--- config.mk ---
export PLATFORM = sky130hd
export DESIGN_NAME = uart_reg_responder
export DESIGN_NICKNAME = d
export VERILOG_FILES = /design/src/rtl/uart_reg_resp_pkg.sv /design/src/rtl/uart_reg_resp_regfile.sv /design/src/rtl/uart_reg_responder.sv
export SDC_FILE = /design/constraint.sdc
export NUM_CORES = 1
export LEC_CHECK = 0
export CORE_ASPECT_RATIO = 0.75
export CORE_MARGIN = 2
export CORE_UTILIZATION = 49
export DETAILED_ROUTE_END_ITERATION = 10
export PLACE_DENSITY_LB_ADDON = 0.3
export SLEW_MARGIN = 20
export SYNTH_ARGS = -nofsm -noshare
export SYNTH_HDL_FRONTEND = slang
export SYNTH_HIERARCHICAL = 1
export SYNTH_SLANG_ARGS = --single-unit
--- constraint.sdc ---
create_clock -name clk -period 2.6 [get_ports clk]
set_input_delay 0.52 -clock clk [delete_from_list [all_inputs] [get_ports clk]]
set_output_delay 0.52 -clock clk [all_outputs]
set_load 0.01 [all_outputs]
--- src/rtl/uart_reg_resp_pkg.sv ---
// ----------------------------------------------------------------------------
// uart_reg_resp_pkg
// Shared definitions for the UART register-access responder: FSM state
// encoding, frame sync bytes, command opcodes, response status codes and a
// saturating increment helper for the error counter.
// ----------------------------------------------------------------------------
package uart_reg_resp_pkg;

    // Request parsing runs HUNT..CHK, EXEC resolves the command, and the
    // R_* states stream the four response bytes out.
    typedef enum logic [3:0] {
        HUNT,
        CMD,
        ADDR,
        DATA,
        CHK,
        EXEC,
        R_SYNC,
        R_STAT,
        R_DATA,
        R_CHK
    } state_t;

    localparam logic [7:0] SYNC_REQ = 8'hA5;
    localparam logic [7:0] SYNC_RSP = 8'h5A;
    localparam logic [7:0] CMD_RD   = 8'h01;
    localparam logic [7:0] CMD_WR   = 8'h02;

    localparam logic [7:0] STAT_OK       = 8'h00;
    localparam logic [7:0] STAT_BAD_CHK  = 8'h01;
    localparam logic [7:0] STAT_BAD_CMD  = 8'h02;
    localparam logic [7:0] STAT_BAD_ADDR = 8'h03;

    // Counter increment that sticks at 0xFF instead of wrapping.
    function automatic logic [7:0] sat_inc(input logic [7:0] value);
        return (value == 8'hFF) ? value : value + 8'd1;
    endfunction

endpackage

--- src/rtl/uart_reg_resp_regfile.sv ---
// ----------------------------------------------------------------------------
// uart_reg_resp_regfile
// Bank of NUM_REGS 8-bit registers with one synchronous write port and one
// combinational read port. The whole bank is also exported flattened.
//
// Ports:
//   clk, rst  - clock and synchronous active-high reset (clears every reg)
//   we        - write enable; wdata lands in reg[waddr] at the next edge
//   waddr     - write address
//   wdata     - write data
//   raddr     - read address
//   rdata     - combinational read data (0x00 if raddr is outside the bank)
//   regs_q    - flattened bank, reg i at bits [8i+7:8i]
// ----------------------------------------------------------------------------
module uart_reg_resp_regfile
    import uart_reg_resp_pkg::*;
#(
    parameter int NUM_REGS = 16,
    parameter int AW       = 4
) (
    input  logic                  clk,
    input  logic                  rst,
    input  logic                  we,
    input  logic [AW-1:0]         waddr,
    input  logic [7:0]            wdata,
    input  logic [AW-1:0]         raddr,
    output logic [7:0]            rdata,
    output logic [8*NUM_REGS-1:0] regs_q
);

    logic [NUM_REGS-1:0][7:0] mem;

    // Address decode is done by comparison against each index so that a
    // non-power-of-two bank never writes past its last register.
    always_ff @(posedge clk) begin
        if (rst) begin
            mem <= '0;
        end else if (we) begin
            for (int i = 0; i < NUM_REGS; i++) begin
                if (waddr == AW'(i)) begin
                    mem[i] <= wdata;
                end
            end
        end
    end

    // Same decode style for the read side; unmatched addresses read zero.
    always_comb begin
        rdata = 8'h00;
        for (int i = 0; i < NUM_REGS; i++) begin
            if (raddr == AW'(i)) begin
                rdata = mem[i];
            end
        end
    end

    assign regs_q = mem;

endmodule

--- src/rtl/uart_reg_responder.sv ---
// ----------------------------------------------------------------------------
// uart_reg_responder
// Far-end register-access responder. Parses framed read/write requests from
// the UART receive stream, executes them against a local register bank and
// returns a 4-byte response (0x5A, STATUS, RDATA, RCHK) over a valid/ready
// transmit handshake.
//
// Ports:
//   clk, rst   - clock and synchronous active-high reset
//   rx_valid   - one-cycle strobe per received byte
//   rx_data    - received byte
//   rx_error   - parity/framing error flag for the byte on rx_valid
//   tx_ready   - transmitter can accept a byte
//   tx_valid   - response byte available (registered)
//   tx_data    - response byte (registered, stable until transferred)
//   busy       - high whenever a frame or response is in progress
//   err_cnt    - saturating count of link/protocol errors
//   regs_q     - flattened register bank, reg i at bits [8i+7:8i]
// ----------------------------------------------------------------------------
module uart_reg_responder
    import uart_reg_resp_pkg::*;
#(
    parameter int NUM_REGS       = 16,
    parameter int TIMEOUT_CYCLES = 1024
) (
    input  logic                  clk,
    input  logic                  rst,
    input  logic                  rx_valid,
    input  logic [7:0]            rx_data,
    input  logic                  rx_error,
    input  logic                  tx_ready,
    output logic                  tx_valid,
    output logic [7:0]            tx_data,
    output logic                  busy,
    output logic [7:0]            err_cnt,
    output logic [8*NUM_REGS-1:0] regs_q
);

    localparam int AW = (NUM_REGS > 1) ? $clog2(NUM_REGS) : 1;
    localparam int TW = $clog2(TIMEOUT_CYCLES) + 1;
    localparam logic [TW-1:0] TO_LAST    = TW'(TIMEOUT_CYCLES - 1);
    localparam logic [7:0]    NUM_REGS_B = 8'(NUM_REGS);

    state_t        state;
    logic [7:0]    cmd_q;
    logic [7:0]    addr_q;
    logic [7:0]    data_q;
    logic [7:0]    chk_acc;
    logic          chk_ok;
    logic [7:0]    status_q;
    logic [7:0]    rdata_q;
    logic [TW-1:0] to_cnt;

    logic          in_frame;
    logic          rx_err_hit;
    logic          timeout_hit;
    logic          exec_bad_chk;
    logic [7:0]    exec_status;
    logic [7:0]    exec_rdata;
    logic          rf_we;
    logic [7:0]    rf_rdata;

    assign in_frame = (state == CMD) || (state == ADDR) ||
                      (state == DATA) || (state == CHK);

    // Errored bytes only count while hunting or parsing; during EXEC and the
    // response they are dropped like any other byte.
    assign rx_err_hit = rx_valid && rx_error && (in_frame || (state == HUNT));

    // The counter holds TO_LAST in the final idle cycle; a byte arriving in
    // that same cycle takes precedence over the expiry.
    assign timeout_hit = in_frame && !rx_valid && (to_cnt == TO_LAST);

    assign exec_bad_chk = (state == EXEC) && !chk_ok;
    assign busy         = (state != HUNT);

    // Status priority: checksum, then opcode, then address range.
    always_comb begin
        exec_status = STAT_OK;
        if (!chk_ok) begin
            exec_status = STAT_BAD_CHK;
        end else if ((cmd_q != CMD_RD) && (cmd_q != CMD_WR)) begin
            exec_status = STAT_BAD_CMD;
        end else if (addr_q >= NUM_REGS_B) begin
            exec_status = STAT_BAD_ADDR;
        end
    end

    // Any error status forces RDATA to zero; a write echoes its data.
    always_comb begin
        exec_rdata = 8'h00;
        if (exec_status == STAT_OK) begin
            exec_rdata = (cmd_q == CMD_WR) ? data_q : rf_rdata;
        end
    end

    assign rf_we = (state == EXEC) && (exec_status == STAT_OK) && (cmd_q == CMD_WR);

    uart_reg_resp_regfile #(
        .NUM_REGS (NUM_REGS),
        .AW       (AW)
    ) u_regfile (
        .clk    (clk),
        .rst    (rst),
        .we     (rf_we),
        .waddr  (addr_q[AW-1:0]),
        .wdata  (data_q),
        .raddr  (addr_q[AW-1:0]),
        .rdata  (rf_rdata),
        .regs_q (regs_q)
    );

    // Inter-byte timer: cleared by every received byte and whenever we are
    // not inside a request, so it only measures gaps within a frame.
    always_ff @(posedge clk) begin
        if (rst || !in_frame || rx_valid) begin
            to_cnt <= '0;
        end else begin
            to_cnt <= to_cnt + 1'b1;
        end
    end

    // All error sources in one cycle collapse into a single increment.
    always_ff @(posedge clk) begin
        if (rst) begin
            err_cnt <= 8'h00;
        end else if (rx_err_hit || timeout_hit || exec_bad_chk) begin
            err_cnt <= sat_inc(err_cnt);
        end
    end

    // Main FSM. The checksum accumulator starts from CMD and absorbs every
    // following payload byte; the CHK byte is compared against it and only
    // the pass/fail result is kept for EXEC. tx_valid/tx_data are loaded one
    // state ahead so each byte appears the cycle after the previous transfer.
    always_ff @(posedge clk) begin
        if (rst) begin
            state    <= HUNT;
            tx_valid <= 1'b0;
            tx_data  <= 8'h00;
            cmd_q    <= 8'h00;
            addr_q   <= 8'h00;
            data_q   <= 8'h00;
            chk_acc  <= 8'h00;
            chk_ok   <= 1'b0;
            status_q <= 8'h00;
            rdata_q  <= 8'h00;
        end else begin
            case (state)
                HUNT: begin
                    if (rx_valid && !rx_error && (rx_data == SYNC_REQ)) begin
                        state <= CMD;
                    end
                end
                CMD, ADDR, DATA, CHK: begin
                    if (rx_valid && rx_error) begin
                        state <= HUNT;
                    end else if (rx_valid) begin
                        case (state)
                            CMD: begin
                                cmd_q   <= rx_data;
                                chk_acc <= rx_data;
                                state   <= ADDR;
                            end
                            ADDR: begin
                                addr_q  <= rx_data;
                                chk_acc <= chk_acc ^ rx_data;
                                state   <= (cmd_q == CMD_WR) ? DATA : CHK;
                            end
                            DATA: begin
                                data_q  <= rx_data;
                                chk_acc <= chk_acc ^ rx_data;
                                state   <= CHK;
                            end
                            default: begin
                                chk_ok <= (rx_data == chk_acc);
                                state  <= EXEC;
                            end
                        endcase
                    end else if (timeout_hit) begin
                        state <= HUNT;
                    end
                end
                EXEC: begin
                    status_q <= exec_status;
                    rdata_q  <= exec_rdata;
                    tx_valid <= 1'b1;
                    tx_data  <= SYNC_RSP;
                    state    <= R_SYNC;
                end
                R_SYNC: begin
                    if (tx_ready) begin
                        tx_data <= status_q;
                        state   <= R_STAT;
                    end
                end
                R_STAT: begin
                    if (tx_ready) begin
                        tx_data <= rdata_q;
                        state   <= R_DATA;
                    end
                end
                R_DATA: begin
                    if (tx_ready) begin
                        tx_data <= status_q ^ rdata_q;
                        state   <= R_CHK;
                    end
                end
                R_CHK: begin
                    if (tx_ready) begin
                        tx_valid <= 1'b0;
                        tx_data  <= 8'h00;
                        state    <= HUNT;
                    end
                end
                default: begin
                    state    <= HUNT;
                    tx_valid <= 1'b0;
                end
            endcase
        end
    end

endmodule

Word level (Yosys, flattened, before mapping)
Index checks and enable logic that the tools add are counted.
- register bits: 209
- output and inout bits: 146
- bits of input ports: 13
- word-level logic and storage cells: 171
- reductions and logical operators: 57
- bitwise logic cells: 6
- add/sub/neg operators: 2
- magnitude comparators: 1
- equal/unequal tests: 37
- mux-type cells: 40
- operators by type and width (kind ; count):
    $mux W8 ; 22
    $eq A4 B4 Y1 const B ; 10
    $pmux W8 S5 ; 1
    $reduce_and A2 Y1 ; 18
    $eq A4 B3 Y1 const B ; 8
    $mux W4 ; 8
    $pmux W4 S7 ; 1
    $reduce_and A4 Y1 ; 5
    $eq A4 B2 Y1 const B ; 4
    $eq A8 B8 Y1 const B ; 2
    $pmux W8 S2 ; 1
    $xor A8 B8 Y8 ; 2
    $add A11 B1 Y11 const B ; 1
    $eq A11 B10 Y1 const B ; 1
    $logic_and A1 B1 Y1 ; 10
    $pmux W3 S3 ; 1
    $add A8 B1 Y8 const B ; 1
    $eq A4 B1 Y1 const B ; 2
    $eq A8 B2 Y1 const B ; 1
    $eq A8 B8 Y1 ; 1
    $ge A8 B5 Y1 const B ; 1
    $logic_not A4 Y1 ; 2
    $logic_not A8 Y1 ; 1
    $logic_or A1 B1 Y1 ; 8
    20 further kinds ; 31

Depth between registers and ports, before layout
Gate-level depths: netlist of the first run.
- depth in word-level cells: 19
- gate-level depth with buffers: 11
- gate-level depth less buffers: 8

Modules after synthesis
The synthesis of the first run kept the hierarchy.
- modules (own cells, without submodules) (module ; seq. area each (um2) ; cells an instance ; area each (um2) ; times used):
    uart_reg_resp_regfile ; 2562.5 ; 635 ; 6058.3 ; 1
    uart_reg_responder ; 1501.4 ; 415 ; 3563.4 ; 1

Worst setup path before layout of the first run
OpenSTA, ideal clock, no wires.
- kind: register -> register
- start: register state[3]
- end: register u_regfile.mem, in the netlist u_regfile/regs_q[100]
- required time: 2472 ps
- clock period less this slack: 2629 ps
- cell stages (with the launch flop): 11
- arrival: 2501 ps
- setup slack: -29 ps
- buffers on the path: 2
- cell sequence: dfxtp_1 buf_2 nor2b_2 nor3b_2 nand4_2 nor2_1 nand3_2 or3_1 buf_4 mux2i_1 nor2_1
- word-level cells in the longest chain between the ends: 4
- ends and longest elaborated chain (element ; RTL line ; text):
    from (decl) ; uart_reg_responder.sv:44 ; state_t state;
    from (signal assigned) ; uart_reg_responder.sv:168 ; state <= (cmd_q == CMD_WR) ? DATA : CHK;
    $eq A4 B3 Y1 ; uart_reg_responder.sv:97 ; assign rf_we = (state == EXEC) && (exec_status == STAT_OK) && (cmd_q == CMD_WR);
    $logic_and A1 B1 Y1 (2 in a row) ; uart_reg_responder.sv:97 ;
    via rf_we ; uart_reg_responder.sv:60 ; logic rf_we;
    $reduce_and A2 Y1 (no source line) ; -- ;
    to (signal, indexed assignment) ; uart_reg_resp_regfile.sv:41 ; mem[i] <= wdata;
    to (decl) ; uart_reg_resp_regfile.sv:31 ; logic [NUM_REGS-1:0][7:0] mem;
The timed path passes the listed nets, and every way through them passes these cells.
A chain may end at the register's enable or synchronous reset.

Worst setup path in the final report of the first run
- start: register addr_q[0]
- end: register rdata_q[7]
- word-level cells in the longest chain between the ends: 19
- elaborated cells on any way between the ends: 39
- classes of those cells: 1 x order compare; 15 x eq/ne; 21 x mux; 2 x reduce/logical
- ends and longest elaborated chain (element ; RTL line ; text):
    from (decl) ; uart_reg_responder.sv:46 ; logic [7:0] addr_q;
    from (signal assigned) ; uart_reg_responder.sv:166 ; addr_q <= rx_data;
    $logic_not A4 Y1 ; uart_reg_resp_regfile.sv:51 ; if (raddr == AW'(i)) begin
    $mux W8 (15 in a row) ; uart_reg_resp_regfile.sv:51 ;
    $mux W8 (*) ; uart_reg_resp_regfile.sv:51 ;
    via rf_rdata[7] ; uart_reg_responder.sv:61 ; logic [7:0] rf_rdata;
    $mux W8 (*) ; uart_reg_responder.sv:93 ; exec_rdata = (cmd_q == CMD_WR) ? data_q : rf_rdata;
    $mux W8 (*) ; uart_reg_responder.sv:92 ; if (exec_status == STAT_OK) begin
    to (signal assigned) ; uart_reg_responder.sv:186 ; rdata_q <= exec_rdata;
    to (decl) ; uart_reg_responder.sv:51 ; logic [7:0] rdata_q;
The timed path passes the listed nets; every way through them passes the cells marked *.

==> impl_metrics.xml, run 1 <==
<?xml version="1.0" encoding="UTF-8"?>
<metrics>
  <group name="power_and_ir_drop">
    <metric name="power.ir.vdd_worst" unit="mV">0.3778</metric>
    <metric name="post-layout-total-power" unit="mW">6.512</metric>
    <metric name="comb_power_share" unit="%">3.1</metric>
    <metric name="switching_power" unit="mW">1.377</metric>
    <metric name="p_seq_share" unit="%">48.0</metric>
    <metric name="power.share.switching" unit="%">21.14</metric>
    <metric name="power_frac_clock" unit="%">49.0</metric>
    <metric name="internal-power" unit="mW">5.136</metric>
    <metric name="cellPowerDensity" unit="mW/mm²">526.7</metric>
    <metric name="cellLeakagePower" unit="nW">4.717</metric>
  </group>
  <group name="clock_tree">
    <metric name="tritoncts" unit="">built</metric>
    <metric name="clock_tree.buffer_depth" unit="">3</metric>
    <metric name="clk_pin_slew" unit="ns">0.06</metric>
    <metric name="htree_num_levels" unit="">1</metric>
    <metric name="tritoncts.num_buffers" unit="">21</metric>
    <metric name="cts_hold_buf" unit="">0</metric>
    <metric name="cts_root_buffer" unit="">sky130_fd_sc_hd__clkbuf_16</metric>
    <metric name="clock_latency" unit="ns">0.50</metric>
    <metric name="clock-sinks" unit="">203</metric>
  </group>
  <group name="timing">
    <metric name="max_slew_headroom_at_the_worst_pin" unit="%">37.48</metric>
    <metric name="finalWorstPathRequiredPeriod" unit="ns">2.439</metric>
    <metric name="final-hold-violation-count" unit="">0</metric>
    <metric name="max_freq" unit="MHz">410.1</metric>
    <metric name="grt_setup_unrepaired" unit="">no</metric>
    <metric name="timing.final.max_slew_violations" unit="">0</metric>
    <metric name="tightest_slew" unit="ns">0.9366</metric>
    <metric name="post-route-period-util" unit="%">93.79</metric>
    <metric name="finalClockSkew" unit="ns">0.01346</metric>
    <metric name="finalSetupTns" unit="ns">0</metric>
    <metric name="setup_viol" unit="">0</metric>
  </group>
  <group name="critical_path">
    <metric name="cpLargestDelayFamily" unit="">compound AO/OA/AOI/OAI gates</metric>
    <metric name="worst-path-max-fanout" unit="">15</metric>
    <metric name="crit_arrival" unit="ns">2.81</metric>
    <metric name="cp-start-kind" unit="">register</metric>
    <metric name="cp.buffers_inverters" unit="">2</metric>
    <metric name="ordered_list_of_cells_on_the_worst_path" unit="">buf_4 &gt; inv_2 &gt; o311ai_0 &gt; a221oi_2 &gt; o22a_1 &gt; mux2i_1 &gt; a2bb2oi_1 &gt; nor2_1</metric>
    <metric name="slowest_delay" unit="ns">0.57</metric>
    <metric name="crit_required" unit="ns">2.97</metric>
    <metric name="cp_slowest_cell" unit="">sky130_fd_sc_hd__dfxtp_4</metric>
    <metric name="crit_type" unit="">reg -&gt; reg</metric>
    <metric name="critical_path.endpoint_type" unit="">register</metric>
  </group>
  <group name="floorplan">
    <metric name="die_h" unit="µm">125.4</metric>
    <metric name="initial_utilization" unit="%">49.79</metric>
    <metric name="core_region_area" unit="mm²">0.01932</metric>
    <metric name="num_rows" unit="">44</metric>
    <metric name="die_area" unit="mm²">0.02078</metric>
    <metric name="boundaryPins" unit="">159</metric>
    <metric name="die-width" unit="µm">165.8</metric>
  </group>
  <group name="final_layout">
    <metric name="design_area" unit="mm²">0.01236</metric>
    <metric name="final_layout_size_suffix_gt1_share" unit="%">11.60</metric>
    <metric name="nets" unit="">1226</metric>
    <metric name="syn2layout_area_growth" unit="%">28.50</metric>
    <metric name="antenna_cells_inserted" unit="">0</metric>
    <metric name="post-route-util" unit="%">63.99</metric>
    <metric name="final_cell_mix" unit="">sky130_fd_sc_hd__dfxtp_1, sky130_fd_sc_hd__nor2_1, sky130_fd_sc_hd__mux2i_1</metric>
    <metric name="most_common_library_cell_in_the_layout_ignoring_fill_and_taps" unit="">sky130_fd_sc_hd__dfxtp_1</metric>
  </group>
  <group name="run_status">
    <metric name="status" unit="">finished, final reports clean</metric>
  </group>
  <group name="logic_synthesis">
    <metric name="area_fraction_in_compound_gates_after_synthesis" unit="%">10.88</metric>
    <metric name="synthXorXnorAreaFrac" unit="%">1.821</metric>
    <metric name="synthFlopType" unit="">sky130_fd_sc_hd__dfxtp_1</metric>
    <metric name="post_synth_num_cell_types" unit="">81</metric>
    <metric name="seq_area_frac_synth" unit="%">42.24</metric>
    <metric name="syn-cell-area" unit="mm²">0.009622</metric>
    <metric name="synth_top_family_by_area" unit="">multiplexers</metric>
    <metric name="yosys_register_bits" unit="">203</metric>
    <metric name="count_of_synthesis_stage_warnings_from_yosys" unit="">6</metric>
    <metric name="syn-instance-count" unit="">1050</metric>
    <metric name="synth-async-reset-ratio" unit="%">0</metric>
    <metric name="postSynthNetCount" unit="">1065</metric>
    <metric name="post_synth_and_or_nand_nor_area_fraction" unit="%">19.82</metric>
    <metric name="synth_adder_area_share" unit="%">0.2601</metric>
    <metric name="synthesis.area_per_instance" unit="µm²">9.164</metric>
    <metric name="synth_mux_area_share" unit="%">20.64</metric>
    <metric name="post_synth_edffs" unit="">0</metric>
  </group>
  <group name="grt">
    <metric name="global_route.overflow_total" unit="">0</metric>
    <metric name="antenna_found_initial" unit="">0</metric>
    <metric name="global_route_wire_length_before_repair" unit="µm">45220</metric>
    <metric name="global_route.usage.total" unit="%">26.90</metric>
    <metric name="top_usage_layer" unit="">met1</metric>
    <metric name="grt_use_met2" unit="%">39.22</metric>
    <metric name="met1_usage" unit="%">41.20</metric>
    <metric name="grtUsageMet3" unit="%">4.748</metric>
    <metric name="number_of_global_route_vias_before_repair" unit="">7804</metric>
    <metric name="grt_start_max_net_pins" unit="">87</metric>
  </group>
  <group name="detailed_routing">
    <metric name="detail_route.iter0.violations" unit="">1024</metric>
    <metric name="final_antenna_net_count" unit="">0</metric>
    <metric name="dr.pass1.iters" unit="">6</metric>
    <metric name="drt_drc_violations_left" unit="">0</metric>
    <metric name="via_per_inst" unit="">5.802</metric>
    <metric name="vias" unit="">8570</metric>
    <metric name="route.detailed.wl_per_inst" unit="µm">19.62</metric>
    <metric name="route.final.wire_length" unit="µm">28980</metric>
  </group>
  <group name="place">
    <metric name="numPortBuffers" unit="">158</metric>
    <metric name="postPlaceCellArea" unit="mm²">0.01162</metric>
    <metric name="gp_congestion" unit="">0.9110</metric>
    <metric name="dp_hpwl" unit="µm">20090</metric>
  </group>
  <group name="job">
    <metric name="max-cap-violations" unit="">0</metric>
  </group>
  <group name="worst_hold_path">
    <metric name="class_of_the_most_critical_hold_timing_path" unit="">in -&gt; reg</metric>
  </group>
</metrics>
-- flip-flops by register name, summed over array words and instances, names as in the netlist --
signal	count
u_regfile/regs_q	128
to_cnt	11
addr_q	8
chk_acc	8
cmd_q	8
data_q	8
err_cnt	8
rdata_q	8
tx_data	8
state	4
status_q	2
chk_ok	1
tx_valid	1
-- metrics by stage --
step | setup WS, ns | std cells | hold slack [ns]
2_1_floorplan | 0.08621 | 1050 | 0.4298
3_3_place_gp | 0.09767 | 1441 | 0.4421
3_5_place_dp | 0.04483 | 1441 | 0.4472
4_1_cts | 0.02458 | 1477 | 0.4217
5_1_grt | 0.04503 | 1477 | 0.4446
6_report | 0.1614 | 1477 | 0.4165
-- worst reg2reg max path: stages (launching register included) --
cell                        delay (ns)
sky130_fd_sc_hd__dfxtp_4          0.57
sky130_fd_sc_hd__buf_4            0.32
sky130_fd_sc_hd__inv_2            0.18
sky130_fd_sc_hd__o311ai_0         0.51
sky130_fd_sc_hd__a221oi_2         0.13
sky130_fd_sc_hd__o22a_1           0.22
sky130_fd_sc_hd__mux2i_1          0.14
sky130_fd_sc_hd__a2bb2oi_1        0.18
sky130_fd_sc_hd__nor2_1           0.05
-- power groups by stage --
stage,clock network (mW),logic [mW],registers [mW]
floorplan,0,0.119,3.20
global placement,0,0.195,3.19
detailed placement,0,0.198,3.20
CTS,3.21,0.199,3.12
global route,3.35,0.219,3.12
finish,3.19,0.199,3.12
-- synthesized netlist by cell type, drive strengths merged, types with 10 or more instances --
master | number | area [µm²]
buf | 30 | 200.2
clkbuf | 47 | 176.4
a21oi | 58 | 294.0
nor2 | 198 | 775.7
dfxtp | 203 | 4064
nor3 | 17 | 90.09
a21o | 10 | 75.07
mux2i | 168 | 1682
nor2b | 13 | 83.83
nand2 | 58 | 220.2
o21ai | 32 | 160.2
nand2b | 15 | 93.84
xnor2 | 15 | 131.4
or3 | 10 | 62.56
mux4 | 10 | 225.2
inv | 11 | 41.29
nand3 | 35 | 192.7
-- path summary, 6_finish.rpt --
| kind | startpoint | to | slack (ns) | cells after the start |
|---|---|---|---|---|
| setup / recovery | addr_q[0]$_SDFFE_PP0P_ | rdata_q[7]$_SDFFE_PP0P_ | 0.16 | 8 |
| hold / removal | rst | rdata_q[0]$_SDFFE_PP0P_ | 0.42 | 2 |
| setup reg to reg | addr_q[0]$_SDFFE_PP0P_ | rdata_q[7]$_SDFFE_PP0P_ | 0.16 | 8 |
| hold reg to reg | cmd_q[7]$_SDFFE_PP0P_ | cmd_q[7]$_SDFFE_PP0P_ | 0.45 | 2 |
-- final cells by class --
class	count	area [µm²]
tap	253	316.6
clock inverter	8	143.9
clock buffer	28	571.8
multi-input combinational	759	5172
inverter	11	41.29
timing repair buffer	215	2048
fill	1622	6959
sequential	203	4070
-- cells by family after synthesis --
group | count (synthesis)
compound gates | 162
xor+xnor | 20
fa+ha+maj | 2
buf+inv | 88
flops | 203
mux | 185
simple gates | 390
-- routing by layer --
metal	wire (µm)	up-vias	share of wire (%)
li1	-	4017	-
met1	13560	4083	47
met2	12360	426	43
met3	2488	44	8.6
met4	568	0	2.0
met5	0	-	0
-- repair_timing --
action	CTS	global route
cloned	0	0
setup buffers	0	0
resized for setup	1	6
pin swaps	0	0
setup endpoints to repair	1	56
Note: power is estimated with default switching activity, not from simulation.
==> inputs of run 2 (changes only) <==
--- a/config.mk
+++ b/config.mk
@@ -7,8 +7,9 @@
 export LEC_CHECK = 0
 export CORE_ASPECT_RATIO = 0.75
 export CORE_MARGIN = 2
-export CORE_UTILIZATION = 49
+export CORE_UTILIZATION = 50
 export DETAILED_ROUTE_END_ITERATION = 10
+export DONT_BUFFER_PORTS = 1
 export PLACE_DENSITY_LB_ADDON = 0.3
 export SLEW_MARGIN = 20
 export SYNTH_ARGS = -nofsm -noshare
==> run 2 against run 1 <==
Cell count decreased by 13%. Sequential power is essentially flat. Clock skew rose by 0.0037 ns. Register-to-register slack barely moved. First-iteration DRC count fell by 25%. Via count shrank 8.9%. Largest power group unchanged.
==> impl_metrics.xml, run 2 (synthesis results as in run 1) <==
<?xml version="1.0" encoding="UTF-8"?>
<metrics>
  <group name="critical_path">
    <metric name="crit_type" unit="">reg -&gt; reg</metric>
    <metric name="cp-start-kind" unit="">register</metric>
    <metric name="worst-path-max-fanout" unit="">13</metric>
    <metric name="crit_arrival" unit="ns">2.84</metric>
    <metric name="regToRegStartpoint" unit="">addr_q[0]$_SDFFE_PP0P_</metric>
    <metric name="crit_start" unit="">addr_q[0]$_SDFFE_PP0P_</metric>
    <metric name="crit_required" unit="ns">3.00</metric>
    <metric name="critical_path.endpoint_type" unit="">register</metric>
  </group>
  <group name="detailed_routing">
    <metric name="via_per_inst" unit="">6.045</metric>
    <metric name="detail_route.iter0.violations" unit="">765</metric>
    <metric name="dr.pass1.iters" unit="">6</metric>
    <metric name="vias" unit="">7810</metric>
    <metric name="route.detailed.wl_per_inst" unit="µm">21.55</metric>
    <metric name="drt_drc_violations_left" unit="">0</metric>
    <metric name="route.final.wire_length" unit="µm">27850</metric>
    <metric name="final_antenna_net_count" unit="">0</metric>
  </group>
  <group name="timing">
    <metric name="finalWorstPathRequiredPeriod" unit="ns">2.447</metric>
    <metric name="post-route-worst-setup-slack" unit="ns">0.1535</metric>
    <metric name="max_freq" unit="MHz">408.7</metric>
    <metric name="timing.final.max_slew_violations" unit="">0</metric>
    <metric name="post-route-period-util" unit="%">94.10</metric>
    <metric name="setup_viol" unit="">0</metric>
    <metric name="finalClockSkew" unit="ns">0.01711</metric>
    <metric name="grt_setup_unrepaired" unit="">no</metric>
    <metric name="tightest_slew" unit="ns">0.9856</metric>
    <metric name="final-hold-violation-count" unit="">0</metric>
    <metric name="max_slew_headroom_at_the_worst_pin" unit="%">34.20</metric>
    <metric name="finalSetupTns" unit="ns">0</metric>
  </group>
  <group name="power_and_ir_drop">
    <metric name="cellLeakagePower" unit="nW">4.072</metric>
    <metric name="cellPowerDensity" unit="mW/mm²">601.6</metric>
    <metric name="power.ir.vdd_worst" unit="mV">0.4631</metric>
  </group>
  <group name="grt">
    <metric name="number_of_global_route_vias_before_repair" unit="">7272</metric>
    <metric name="antenna_found_initial" unit="">0</metric>
    <metric name="grt_start_max_net_pins" unit="">197</metric>
    <metric name="global_route.usage.total" unit="%">26.69</metric>
    <metric name="global_route_wire_length_before_repair" unit="µm">42590</metric>
    <metric name="global_route.overflow_total" unit="">0</metric>
  </group>
  <group name="floorplan">
    <metric name="initial_utilization" unit="%">51.54</metric>
    <metric name="die_h" unit="µm">124.1</metric>
    <metric name="core_region_area" unit="mm²">0.01867</metric>
    <metric name="num_rows" unit="">43</metric>
    <metric name="die_area" unit="mm²">0.02038</metric>
    <metric name="die-width" unit="µm">164.2</metric>
    <metric name="boundaryPins" unit="">159</metric>
  </group>
  <group name="place">
    <metric name="dp_hpwl" unit="µm">19040</metric>
    <metric name="gp_congestion" unit="">0.9329</metric>
    <metric name="post_placement_setup_slack" unit="ns">0.03317</metric>
    <metric name="numPortBuffers" unit="">0</metric>
  </group>
  <group name="clock_tree">
    <metric name="cts_hold_buf" unit="">0</metric>
    <metric name="cts_root_buffer" unit="">sky130_fd_sc_hd__clkbuf_16</metric>
    <metric name="postCtsSetupBuffers" unit="">0</metric>
    <metric name="clk_pin_slew" unit="ns">0.07</metric>
    <metric name="clock_latency" unit="ns">0.50</metric>
    <metric name="clock-sinks" unit="">203</metric>
    <metric name="clock_tree.buffer_depth" unit="">3</metric>
    <metric name="tritoncts.num_buffers" unit="">21</metric>
    <metric name="htree_num_levels" unit="">1</metric>
    <metric name="tritoncts" unit="">built</metric>
  </group>
  <group name="worst_hold_path">
    <metric name="worst_hold_startpoint" unit="">rst</metric>
    <metric name="class_of_the_most_critical_hold_timing_path" unit="">in -&gt; reg</metric>
  </group>
  <group name="final_layout">
    <metric name="nets" unit="">1049</metric>
    <metric name="multi_input_comb_area" unit="mm²">0.005166</metric>
    <metric name="syn2layout_area_growth" unit="%">10.20</metric>
    <metric name="most_common_library_cell_in_the_layout_ignoring_fill_and_taps" unit="">sky130_fd_sc_hd__dfxtp_1</metric>
    <metric name="largest_register_ffs" unit="">128</metric>
    <metric name="final_cell_mix" unit="">sky130_fd_sc_hd__dfxtp_1, sky130_fd_sc_hd__nor2_1, sky130_fd_sc_hd__mux2i_1</metric>
    <metric name="post-route-util" unit="%">56.79</metric>
    <metric name="antenna_cells_inserted" unit="">0</metric>
    <metric name="filler_cells_inserted" unit="">1659</metric>
    <metric name="sequential_cell_area" unit="mm²">0.004070</metric>
    <metric name="final_layout_size_suffix_gt1_share" unit="%">11.58</metric>
  </group>
  <group name="job">
    <metric name="max-cap-violations" unit="">0</metric>
  </group>
  <group name="run_status">
    <metric name="status" unit="">finished, final reports clean</metric>
  </group>
</metrics>
## run 2: changes by cell type in the layout (fill, tap and decap cells not counted), sizes merged
cell           before  now
buf                58   38
clkbuf             28   29
clkdlybuf4s50     157    0
bufinv              4    3
clkinv              4    2
## run 2: per-stage QoR
stage | total power, mW | hold slack [ns] | instance area [µm²] | instances
floorplan | 3.315 | 0.4298 | 9624 | 1050
global placement | 3.285 | 0.4360 | 9871 | 1258
detailed placement | 3.286 | 0.4417 | 9871 | 1258
global route | 6.535 | 0.09249 | 10600 | 1292
finish | 6.378 | 0.1058 | 10600 | 1292
CTS | 6.411 | 0.08403 | 10580 | 1292
## run 2: critical path: stages, from the launching register on
cell                        delay, ns
sky130_fd_sc_hd__dfxtp_4         0.50
sky130_fd_sc_hd__buf_4           0.29
sky130_fd_sc_hd__mux2_2          0.35
sky130_fd_sc_hd__o21ai_0         0.15
sky130_fd_sc_hd__o311ai_1        0.16
sky130_fd_sc_hd__a21oi_1         0.29
sky130_fd_sc_hd__o21ai_0         0.18
sky130_fd_sc_hd__mux2i_1         0.17
sky130_fd_sc_hd__a2bb2oi_1       0.18
sky130_fd_sc_hd__nor2_1          0.05
## run 2: layer usage
metal | up-vias | track usage [%] | wire length (µm)
met4 | 0 | 7.401 | 754
met5 | - | 0 | 0
met3 | 56 | 9.557 | 3123
met1 | 3760 | 37.88 | 12500
met2 | 341 | 38.02 | 11470
li1 | 3653 | - | -
## run 2: path summary, 6_finish.rpt
check | to | slack [ns] | depth (start not counted)
worst min register to register | cmd_q[6]$_SDFFE_PP0P_ | 0.46 | 2
worst max register to register | rdata_q[2]$_SDFFE_PP0P_ | 0.15 | 9
worst min-delay path | err_cnt[7]$_SDFFE_PP0P_ | 0.11 | 1
worst max-delay path | rdata_q[2]$_SDFFE_PP0P_ | 0.15 | 9
## run 2: area by class of cell
class | count | area share (%)
flip-flops and latches | 203 | 38.39
well taps | 247 | 2.915
clock inverters | 5 | 0.9441
clock buffers | 29 | 5.712
inverters | 11 | 0.3894
multi-input cells | 759 | 48.73
repair buffers | 38 | 2.927
## run 2: report_power, final
part           internal (mW)  switching (mW)  total, mW
Clock                   1.91            1.25       3.16
Sequential              3.12         0.00922       3.13
Combinational         0.0404          0.0494     0.0898
## run 2: timing repair
action                                  CTS  global route
endpoints found under the setup margin    0            39
gates resized for setup                   0             6
hold endpoints to repair                  0             0
==> inputs of run 3 (changes only) <==
--- a/config.mk
+++ b/config.mk
@@ -6,7 +6,7 @@
 export NUM_CORES = 1
 export LEC_CHECK = 0
 export CORE_ASPECT_RATIO = 0.75
-export CORE_MARGIN = 2
+export CORE_MARGIN = 3
 export CORE_UTILIZATION = 50
 export DETAILED_ROUTE_END_ITERATION = 10
 export DONT_BUFFER_PORTS = 1
==> run 3 against run 2 <==
Sequential share of layout area fell by 0.38 points. Non-clock buffer count grew 3. Total power increased by 3.1%. Setup slack worse by 0.013 ns. Clock skew shrank 0.0018 ns. Flip-flop and latch count unchanged. Cell count grew 0.62%. Largest cell class unchanged. Utilization is 0.54 points higher. Highest routed layer unchanged. Clock-buffer cell count is 2 higher.
==> impl_metrics.xml, run 3 (synthesis results as in run 1) <==
<?xml version="1.0" encoding="UTF-8"?>
<metrics>
  <group name="run_status">
    <metric name="status" unit="">finished, final reports clean</metric>
  </group>
  <group name="timing">
    <metric name="timing.final.max_slew_violations" unit="">0</metric>
    <metric name="finalClockSkew" unit="ns">0.01526</metric>
    <metric name="final-hold-violation-count" unit="">0</metric>
    <metric name="finalSetupTns" unit="ns">0</metric>
    <metric name="tightest_slew" unit="ns">1.043</metric>
    <metric name="max_slew_headroom_at_the_worst_pin" unit="%">30.38</metric>
    <metric name="setup_viol" unit="">0</metric>
    <metric name="max_freq" unit="MHz">406.6</metric>
    <metric name="post-route-period-util" unit="%">94.60</metric>
    <metric name="finalWorstPathRequiredPeriod" unit="ns">2.460</metric>
    <metric name="post-route-worst-setup-slack" unit="ns">0.1404</metric>
    <metric name="grt_setup_unrepaired" unit="">no</metric>
  </group>
  <group name="clock_tree">
    <metric name="clock_latency" unit="ns">0.50</metric>
    <metric name="postCtsSetupBuffers" unit="">0</metric>
    <metric name="tritoncts" unit="">built</metric>
    <metric name="clk_pin_slew" unit="ns">0.06</metric>
    <metric name="clock-sinks" unit="">203</metric>
    <metric name="clock_tree.buffer_depth" unit="">3</metric>
    <metric name="htree_num_levels" unit="">1</metric>
    <metric name="cts_root_buffer" unit="">sky130_fd_sc_hd__clkbuf_16</metric>
    <metric name="tritoncts.num_buffers" unit="">22</metric>
  </group>
  <group name="final_layout">
    <metric name="nets" unit="">1053</metric>
    <metric name="sequential_cell_area" unit="mm²">0.004068</metric>
    <metric name="largest_register_ffs" unit="">128</metric>
    <metric name="filler_cells_inserted" unit="">1676</metric>
    <metric name="syn2layout_area_growth" unit="%">11.24</metric>
    <metric name="antenna_cells_inserted" unit="">0</metric>
    <metric name="final_layout_size_suffix_gt1_share" unit="%">12.63</metric>
    <metric name="final_cell_mix" unit="">sky130_fd_sc_hd__dfxtp_1, sky130_fd_sc_hd__nor2_1, sky130_fd_sc_hd__mux2i_1</metric>
    <metric name="most_common_library_cell_in_the_layout_ignoring_fill_and_taps" unit="">sky130_fd_sc_hd__dfxtp_1</metric>
    <metric name="multi_input_comb_area" unit="mm²">0.005171</metric>
  </group>
  <group name="critical_path">
    <metric name="worst-path-max-fanout" unit="">22</metric>
    <metric name="rrSetupSlack" unit="ns">0.14</metric>
    <metric name="crit_type" unit="">reg -&gt; reg</metric>
    <metric name="critical_path.reg2reg.endpoint" unit="">rdata_q[0]$_SDFFE_PP0P_</metric>
    <metric name="cp-start-kind" unit="">register</metric>
    <metric name="crit_arrival" unit="ns">2.89</metric>
    <metric name="critical_path.endpoint_type" unit="">register</metric>
    <metric name="crit_required" unit="ns">3.03</metric>
    <metric name="regToRegStartpoint" unit="">addr_q[0]$_SDFFE_PP0P_</metric>
    <metric name="worst_setup_path_endpoint" unit="">rdata_q[0]$_SDFFE_PP0P_</metric>
    <metric name="reg2regPathDepth" unit="">9</metric>
    <metric name="crit_start" unit="">addr_q[0]$_SDFFE_PP0P_</metric>
  </group>
  <group name="detailed_routing">
    <metric name="vias" unit="">7939</metric>
    <metric name="route.detailed.wl_per_inst" unit="µm">21.57</metric>
    <metric name="route.final.wire_length" unit="µm">28040</metric>
    <metric name="drt_drc_violations_left" unit="">0</metric>
    <metric name="dr.pass1.iters" unit="">5</metric>
    <metric name="detail_route.iter0.violations" unit="">925</metric>
    <metric name="final_antenna_net_count" unit="">0</metric>
    <metric name="via_per_inst" unit="">6.107</metric>
  </group>
  <group name="power_and_ir_drop">
    <metric name="cellLeakagePower" unit="nW">4.132</metric>
    <metric name="cellPowerDensity" unit="mW/mm²">614.7</metric>
    <metric name="power.ir.vdd_worst" unit="mV">0.4891</metric>
  </group>
  <group name="floorplan">
    <metric name="core_region_area" unit="mm²">0.01867</metric>
    <metric name="num_rows" unit="">43</metric>
    <metric name="die_h" unit="µm">126.1</metric>
    <metric name="initial_utilization" unit="%">51.54</metric>
    <metric name="boundaryPins" unit="">159</metric>
    <metric name="die_area" unit="mm²">0.02096</metric>
    <metric name="die-width" unit="µm">166.2</metric>
  </group>
  <group name="grt">
    <metric name="global_route.usage.total" unit="%">25.60</metric>
    <metric name="global_route.overflow_total" unit="">0</metric>
    <metric name="grt_start_max_net_pins" unit="">197</metric>
    <metric name="antenna_found_initial" unit="">0</metric>
    <metric name="number_of_global_route_vias_before_repair" unit="">7394</metric>
    <metric name="global_route_wire_length_before_repair" unit="µm">43640</metric>
  </group>
  <group name="place">
    <metric name="numPortBuffers" unit="">0</metric>
    <metric name="post_placement_setup_slack" unit="ns">0.1398</metric>
    <metric name="dp_hpwl" unit="µm">18990</metric>
    <metric name="gp_congestion" unit="">0.9480</metric>
  </group>
  <group name="worst_hold_path">
    <metric name="worstHoldPathCells" unit="">1</metric>
    <metric name="class_of_the_most_critical_hold_timing_path" unit="">in -&gt; reg</metric>
  </group>
  <group name="job">
    <metric name="max-cap-violations" unit="">0</metric>
  </group>
</metrics>
## run 3: cell count changes in the layout (fill, tap and decap cells not counted), moves of 2 or more
| cell | before | now |
|---|---|---|
| sky130_fd_sc_hd__buf_4 | 36 | 40 |
| sky130_fd_sc_hd__clkbuf_1 | 3 | 1 |
| sky130_fd_sc_hd__clkbuf_16 | 21 | 23 |
| sky130_fd_sc_hd__clkbuf_8 | 5 | 7 |
| sky130_fd_sc_hd__clkinv_2 | 2 | 4 |
| sky130_fd_sc_hd__nand2b_1 | 14 | 12 |
| sky130_fd_sc_hd__nand2b_2 | 1 | 3 |
## run 3: worst min-delay path by stage
stage	from	endpoint	slack, ns
floorplan	to_cnt[0]$_SDFF_PP0_	to_cnt[0]$_SDFF_PP0_	0.43
detailed placement	cmd_q[6]$_SDFFE_PP0P_	cmd_q[6]$_SDFFE_PP0P_	0.44
finish	rst	err_cnt[4]$_SDFFE_PP0P_	0.09
global placement	cmd_q[6]$_SDFFE_PP0P_	cmd_q[6]$_SDFFE_PP0P_	0.44
CTS	rst	err_cnt[5]$_SDFFE_PP0P_	0.08
global route	rst	err_cnt[2]$_SDFFE_PP0P_	0.07
## run 3: per-layer routing
layer | up-vias | wire length, µm | GRT usage, %
met3 | 48 | 3174 | 9.005
met2 | 354 | 11640 | 37.00
met4 | 0 | 555 | 5.819
li1 | 3690 | - | -
met5 | - | 0 | 0
met1 | 3847 | 12670 | 36.86
## run 3: area by class of cell
cell class                      instances  area share [%]
Clock buffer                           31           6.313
Clock inverter                          8           1.099
Inverter                               11          0.3858
Multi-Input combinational cell        759           48.32
Sequential cell                       203           38.01
Tap cell                              247           2.888
Timing Repair Buffer                   41           2.993
## run 3: per-stage QoR
| step | util [%] | instance area (µm²) | cells | hold WS (ns) | power, mW |
|---|---|---|---|---|---|
| 2_1_floorplan | - | 9624 | 1050 | 0.4298 | 3.315 |
| 3_3_place_gp | 52.93 | 9881 | 1261 | 0.4388 | 3.285 |
| 3_5_place_dp | 52.93 | 9881 | 1261 | 0.4420 | 3.287 |
| 4_1_cts | 57.17 | 10670 | 1300 | 0.07694 | 6.620 |
| 5_1_grt | 57.33 | 10700 | 1300 | 0.07385 | 6.761 |
| 6_report | 57.33 | 10700 | 1300 | 0.09438 | 6.579 |
## run 3: where the power goes
part           leakage (nW)  switching, mW  total (mW)  internal, mW
Sequential             1.64        0.00911        3.13          3.12
Combinational          2.10         0.0494      0.0897        0.0403
Clock                 0.393           1.26        3.36          2.10
Total                  4.13           1.32        6.58          5.26
## run 3: what timing repair did
item                       CTS  global route
setup endpoints to repair    0            44
resized for setup            0             7
hold buffers                 0             0
## run 3: critical path, cell delays in order (launching register included)
cell	delay [ns]
sky130_fd_sc_hd__dfxtp_2	0.47
sky130_fd_sc_hd__buf_4	0.33
sky130_fd_sc_hd__buf_4	0.24
sky130_fd_sc_hd__mux2i_1	0.10
sky130_fd_sc_hd__o311ai_0	0.47
sky130_fd_sc_hd__a21oi_1	0.19
sky130_fd_sc_hd__o21ai_1	0.24
sky130_fd_sc_hd__mux2i_1	0.11
sky130_fd_sc_hd__a2bb2oi_1	0.17
sky130_fd_sc_hd__nor2_1	0.07
